<file path="config.mk">
export PLATFORM = sky130hd
export DESIGN_NAME = vend_fsm_param
export DESIGN_NICKNAME = d
export VERILOG_FILES = /design/src/rtl/vend_fsm_param.sv
export SDC_FILE = /design/constraint.sdc
export NUM_CORES = 1
export LEC_CHECK = 0
export BUFFER_PORTS_ARGS = -buffer_cell sky130_fd_sc_hd__buf_2
export CAP_MARGIN = 20
export CORE_MARGIN = 2
export CORE_UTILIZATION = 46
export CTS_CLUSTER_DIAMETER = 80
export DETAILED_ROUTE_END_ITERATION = 12
export PLACE_DENSITY_LB_ADDON = 0.25
export SLEW_MARGIN = 20
export SYNTH_ARGS = -nofsm -noshare
export SYNTH_HDL_FRONTEND = slang
export SYNTH_SLANG_ARGS = --single-unit
export TNS_END_PERCENT = 10
</file>
<file path="constraint.sdc">
create_clock -name clk -period 2.5 [get_ports clk]
set_clock_uncertainty 0.05 [all_clocks]
set_input_delay 0.25 -clock clk [delete_from_list [all_inputs] [get_ports clk]]
set_output_delay 0.25 -clock clk [all_outputs]
set_load 0.01 [all_outputs]
</file>
<file path="src/rtl/vend_fsm_param.sv">
// Parametrised coin-vending controller: accumulates coin credit, pulses coke_out at PRICE,
// then pays back any excess or cancelled credit as back-to-back one-unit change pulses.
module vend_fsm_param #(
    parameter int PRICE   = 3,
    parameter int COIN_HI = 2,
    parameter int CW      = 4
) (
    input  logic          clk,
    input  logic          rst_n,
    input  logic          coin_valid,
    input  logic          coin_hi,
    input  logic          cancel,
    output logic          coke_out,
    output logic          change_out,
    output logic          coin_rej,
    output logic          busy,
    output logic [CW-1:0] credit
);

    typedef enum logic [1:0] {
        ST_IDLE   = 2'd0,
        ST_ACCUM  = 2'd1,
        ST_CHANGE = 2'd2
    } state_e;

    localparam logic [CW:0] PRICE_W = (CW+1)'(PRICE);
    localparam logic [CW:0] HI_W    = (CW+1)'(COIN_HI);
    localparam logic [CW:0] ONE_W   = (CW+1)'(1);

    state_e        state_q, state_d;
    logic [CW-1:0] credit_q, credit_d;
    logic          coke_q, coke_d;
    logic          change_q, change_d;
    logic          rej_q, rej_d;

    // One extra bit so credit + coin can be compared against PRICE without wrapping.
    logic [CW:0] sum;
    logic [CW:0] rem;

    assign sum = {1'b0, credit_q} + (coin_hi ? HI_W : ONE_W);
    assign rem = sum - PRICE_W;

    always_comb begin
        // NOTE: every signal driven here gets a default first, so no path can infer a latch.
        state_d  = state_q;
        credit_d = credit_q;
        coke_d   = 1'b0;
        change_d = 1'b0;
        rej_d    = 1'b0;

        unique case (state_q)
            ST_IDLE, ST_ACCUM: begin
                if (coin_valid) begin
                    if (sum >= PRICE_W) begin
                        // Vend wins over a simultaneous cancel; only the excess is refunded.
                        coke_d   = 1'b1;
                        credit_d = rem[CW-1:0];
                        state_d  = (rem == '0) ? ST_IDLE : ST_CHANGE;
                    end else begin
                        credit_d = sum[CW-1:0];
                        state_d  = cancel ? ST_CHANGE : ST_ACCUM;
                    end
                end else if (cancel && (credit_q != '0)) begin
                    state_d = ST_CHANGE;
                end
            end

            ST_CHANGE: begin
                change_d = 1'b1;
                rej_d    = coin_valid;
                credit_d = credit_q - CW'(1);
                if (credit_q <= CW'(1)) begin
                    credit_d = '0;
                    state_d  = ST_IDLE;
                end
            end

            default: begin
                credit_d = '0;
                state_d  = ST_IDLE;
            end
        endcase
    end

    always_ff @(posedge clk or negedge rst_n) begin
        // NOTE: state registers use non-blocking assignments so all flops sample the same pre-edge values.
        if (!rst_n) begin
            state_q  <= ST_IDLE;
            credit_q <= '0;
            coke_q   <= 1'b0;
            change_q <= 1'b0;
            rej_q    <= 1'b0;
        end else begin
            state_q  <= state_d;
            credit_q <= credit_d;
            coke_q   <= coke_d;
            change_q <= change_d;
            rej_q    <= rej_d;
        end
    end

    assign coke_out   = coke_q;
    assign change_out = change_q;
    assign coin_rej   = rej_q;
    assign busy       = (state_q == ST_CHANGE);
    assign credit     = credit_q;

endmodule

</file>
# Word-level counts from Yosys, hierarchy flattened
# Index checks and enable logic that the tools add are counted.
# Widths: inputs -> output; s select.
[classes] n_addsub=3 magnitude_cmp=2 n_eq_ne=5 muxes=17 reduce_logical=6
[op_table] op="$mux 2" n=7
[op_table] op="$mux 4" n=3
[op_table] op="$pmux 4 s2" n=1
[op_table] op="$add 4x2->5" n=1
[op_table] op="$ge 5x2->1 const B" n=1
[op_table] op="$logic_not 5->1" n=1
[op_table] op="$mux 1" n=5
[op_table] op="$sub 5x2->5 const B" n=1
[op_table] op="$le 4x1->1 const B" n=1
[op_table] op="$pmux 2 s2" n=1
[op_table] op="$reduce_bool 4->1" n=1
[op_table] op="$sub 4x1->4 const B" n=1
[op_table] op="$ne 3x3->1 const B" n=1
[op_table] op="$eq 2x1->1 const B" n=1
[op_table] op="$eq 2x2->1 const B" n=1
[op_table] op="$logic_not 2->1" n=1
[op_table] op="$ne 2x1->1 const B" n=1
[op_table] op="$ne 2x2->1 const B" n=1
[op_table] op="$reduce_and 2->1" n=1
[op_table] op="$reduce_or 2->1" n=1
[op_table] op="$logic_and 1x1->1" n=1
[word_totals] register_bits=9 in_bits=5 out_inout_bits=8 wordCells=38

# Logic depth before layout (Yosys ltp)
[depth] ltp_word=8 mapped_depth=11 mapped_depth_nobuf=11

# Worst setup path after synthesis
# No wires, ideal clock.
[synth_timing] kind="reg-to-reg" startpoint="register credit_q[0] (netlist: credit[0])" endpoint="register credit_q[3] (netlist: credit[3])" setup_time_ns=0.136 arrival_ns=2.353 t_required_ns=2.314 setup_slack_ns=-0.039 stages_incl_launch_ff=11 n_path_buf=0 period_less_slack_ns=2.539 cell_sequence="dfrtp_1 -> ha_1 -> fa_1 -> ha_1 -> nor4bb_4 -> a21oi_2 -> or2_4 -> nand2_2 -> inv_2 -> nand3_2 -> o311ai_1"
[synth_via] elab_chain_cells=5 elab_cells_between_ends=9 cone_classes="add/sub: 3; order compare: 2; mux: 4"
[synth_rtl] element="start: declaration" line_no="31" text="logic [CW-1:0] credit_q, credit_d;"
[synth_rtl] element="start signal: assignment" line_no="95" text="credit_q <= credit_d;"
[synth_rtl] element="$add 4x2->5" line_no="40" text="assign sum = {1'b0, credit_q} + (coin_hi ? HI_W : ONE_W);"
[synth_rtl] element="$sub 5x2->5 / $ge 5x2->1 (equally long branches)" line_no="41, 54"
[synth_rtl] element="$mux 4" line_no="54" text="if (sum >= PRICE_W) begin"
[synth_rtl] element="$mux 4" line_no="53" text="if (coin_valid) begin"
[synth_rtl] element="$pmux 4 s2 (*)" line_no="51" text="unique case (state_q)"
# Every way passes the cells marked *; elsewhere a longest branch is shown, timed or not. The select of a mux whose other input is x is not followed.
# A chain may end at the register's enable or synchronous reset.

# Final worst setup path
[layout_timing] startpoint="register credit_q[0] (netlist: credit[0])" endpoint="register state_q[1]"
[layout_via] elab_chain_cells=7 elab_cells_between_ends=14 cone_classes="add/sub: 2; order compare: 2; eq/ne: 2; mux: 4; reduce/logical: 4"
[layout_rtl] element="$add 4x2->5" line_no="40"
[layout_rtl] element="$sub 5x2->5" line_no="41" text="assign rem = sum - PRICE_W;"
[layout_rtl] element="$logic_not 5->1" line_no="58" text="state_d = (rem == '0) ? ST_IDLE : ST_CHANGE;"
[layout_rtl] element="$mux 2" line_no="58"
[layout_rtl] element="$mux 2" line_no="54"
[layout_rtl] element="$mux 2" line_no="53"
[layout_rtl] element="$pmux 2 s2" line_no="51"
[layout_rtl] element="end signal: assignment" line_no="94" text="state_q <= state_d;"
[layout_rtl] element="end: declaration" line_no="30" text="state_e state_q, state_d;"
# Parallel ways exist; a longest one is shown, timed or not.

==> flow_summary.toml <==
[logic_synthesis]
ys_seq_area_frac = 0.302
synth_ff_type = "dfrtp_1"
netlist_area_um2 = 747
synth-compound-area-share = 0.199
ys_ff_latch = 9
synth_fp_nets = 95
syn_inst = 82
async_flop_share = 1.00
synth_cell_type_count = 38
synthMuxAreaShare = 0.0134
synth-simple-area-share = 0.241
synthAdderAreaFrac = 0.144
synth.yosys.warnings = 0
syn-mean-instance-area_um2 = 9.11
synth_top_family_by_area = "simple AND/OR/NAND/NOR gates"
synth_xor_xnor_area_share = 0.0235
synth-edff-count = 0

[timing]
finalCriticalPeriod_ns = 2.37
drv_slew = 0
period_share = 0.948
hold_viol = 0
clock.fmax_mhz = 422
worstMarginPinSlew_ns = 0.431
setup-violations-final = 0
slew_headroom = 0.712

[power_and_ir_drop]
ir_drop_mv = 0.778
powerDensity_nw_per_um2 = 1410
total_power_mw = 1.23
p_leak_nw = 0.416

[die]
io_pins = 13
design.die.area_um2 = 1960
num_rows = 14
start_util = 0.496
die_width_um = 44.3
die_h_um = 44.3
core_um2 = 1510

[final_layout]
n_fill_cell = 130
drive_gt1_frac = 0.293
area_delta_synth_final_pct = 17.4
final_util = 0.582
nets = 113
diodes = 0
design_area_um2 = 877
regArea_um2 = 225
multi_input_area_um2 = 479

[drt]
routed_wl_um = 1640
wl_per_cell_um = 14.3
dr.first_iter.drc_count = 18
firstDrtPassIters = 4
vias = 684
vias_per_cell = 5.95
drc = 0
drtAntennaViolNets = 0

[clocking]
clock_path_buffers = 2
cts_inserted_buffers = 3
insertion_delay_ns = 0.26
cts.sinks = 9
post-cts-setup-buffer-count = 0
htree_levels = 1
clkTransAtPathRegs_ns = 0.06
cts_tree = "yes"
cts-root-buf = "clkbuf_4"

[worst_setup_path]
required_ns = 2.60
rr_worst_depth = 8
crit_family = "adder cells"
critPathBufInv = 0
max_stage_delay_ns = 0.46
crit_path_start_kind = "flip-flop"
crit_fanout = 6
slowest_stage = "fa_2"
crit_type = "reg -> reg"
crit_path_cell_trace = "ha_1 -> fa_2 -> ha_4 -> nor4bb_4 -> a21oi_2 -> nor3_1 -> o311a_1 -> o21ai_1"
arrival_ns = 2.47
cp-end-kind = "flip-flop"
cp.depth = 8

[run]
maxCapViolCount = 0

[placement]
io_buffers = 12
place_hpwl_um = 1250
place_area_um2 = 828
gp_congestion = 0.822

[worst_hold_path]
min_path_cells = 3
hold_class = "in -> reg"

[grt]
gr-total-overflow = 0
grt_pass1_vias = 658
antenna_found_initial = 0
grt_max_degree = 14
grt_pass1_wl_um = 2850
grt_usage = 0.203

[run_status]
outcome = "complete, no violations"
==> worst paths after layout <==
kind | start | end | slack (ns)
setup / recovery | credit[0] | state_q[1] | 0.13
hold / removal | coin_valid | state_q[0] | 0.23
setup reg to reg | credit[0] | state_q[1] | 0.13
hold reg to reg | state_q[1] | state_q[0] | 0.51
max in group asynchronous | rst_n | change_out | 1.89
min in group asynchronous | rst_n | state_q[1] | 0.31
==> repair_timing <==
action                                  in CTS  in global routing
resized for setup                            0                  2
endpoints found under the setup margin       0                  4
hold buffers                                 1                  0
hold endpoints to repair                     9                  0
==> power by group <==
part | total [mW] | internal, mW | switching (mW)
sequential | 0.285 | 0.207 | 0.0773
clock | 0.114 | 0.0616 | 0.0523
combinational | 0.835 | 0.369 | 0.465
==> worst reg2reg max path: stages (launching register included) <==
cell and delay [ns]:
dfrtp_1 0.38, ha_1 0.21, fa_2 0.46, ha_4 0.21
nor4bb_4 0.27, a21oi_2 0.13, nor3_1 0.28, o311a_1 0.21
o21ai_1 0.06
==> cell families after synthesis <==
kind of cell             Yosys count
buffers and inverters             12
XOR/XNOR                           2
AO/OA/AOI/OAI                     20
adder cells (fa/ha/maj)            8
multiplexers                       1
flip-flops                         9
AND/OR/NAND/NOR                   30
==> layout make-up <==
class                   instances  area share
flip-flops and latches          9       0.257
inverters                       9      0.0385
repair buffers                 16       0.106
multi-input cells              61       0.546
well taps                      16      0.0228
clock buffers                   4      0.0300
==> synthesized netlist by cell type (2+ instances only) <==
| library cell | number | area share |
|---|---|---|
| a21oi_1 | 2 | 0.013 |
| a211o_1 | 2 | 0.023 |
| o21ai_0 | 3 | 0.020 |
| dfrtp_1 | 9 | 0.30 |
| xor2_1 | 2 | 0.023 |
| nor3_1 | 2 | 0.013 |
| ha_1 | 7 | 0.12 |
| nand2_1 | 8 | 0.040 |
| nand3_1 | 3 | 0.020 |
| nor2_1 | 6 | 0.030 |
| o221ai_1 | 4 | 0.047 |
| inv_1 | 8 | 0.040 |
==> layer usage <==
layer,global-route usage,vias up,part of all wire
met5,0,-,0
met4,0.0545,0,0.0085
met3,0.0735,4,0.066
met2,0.353,26,0.49
met1,0.234,324,0.43
li1,-,330,-
==> per-stage QoR <==
stage	setup WS (ns)	hold WS [ns]	setup TNS [ns]	instances
floorplan	0.0196	-0.0956	0	82
global placement	0.0738	0.0615	0	110
detailed placement	0.0153	0.0669	0	110
CTS	0.0567	0.217	0	115
global route	-0.00601	0.247	-0.00601	115
finish	0.130	0.234	0	115
==> registers in the layout, summed over array words and instances, names as in the netlist <==
| signal | count |
|---|---|
| coin_rej | 1 |
| credit | 4 |
| state_q | 2 |
| coke_out | 1 |
| change_out | 1 |
==> cell usage in the layout (no fill, tap or decap), types with 2 or more instances in the layout <==
cell | Yosys | final
inv_1 | 8 | 8
clkbuf_4 | 0 | 3
xor2_1 | 2 | 2
o21ai_0 | 3 | 3
a211o_1 | 2 | 2
dfrtp_1 | 9 | 9
o221ai_1 | 4 | 4
a21oi_1 | 2 | 2
nand3_1 | 3 | 3
buf_2 | 1 | 12
nor2_1 | 6 | 6
nor3_1 | 2 | 2
ha_1 | 7 | 6
nand2_1 | 8 | 8
buf_4 | 1 | 3
(Power assumes the default switching activity.)
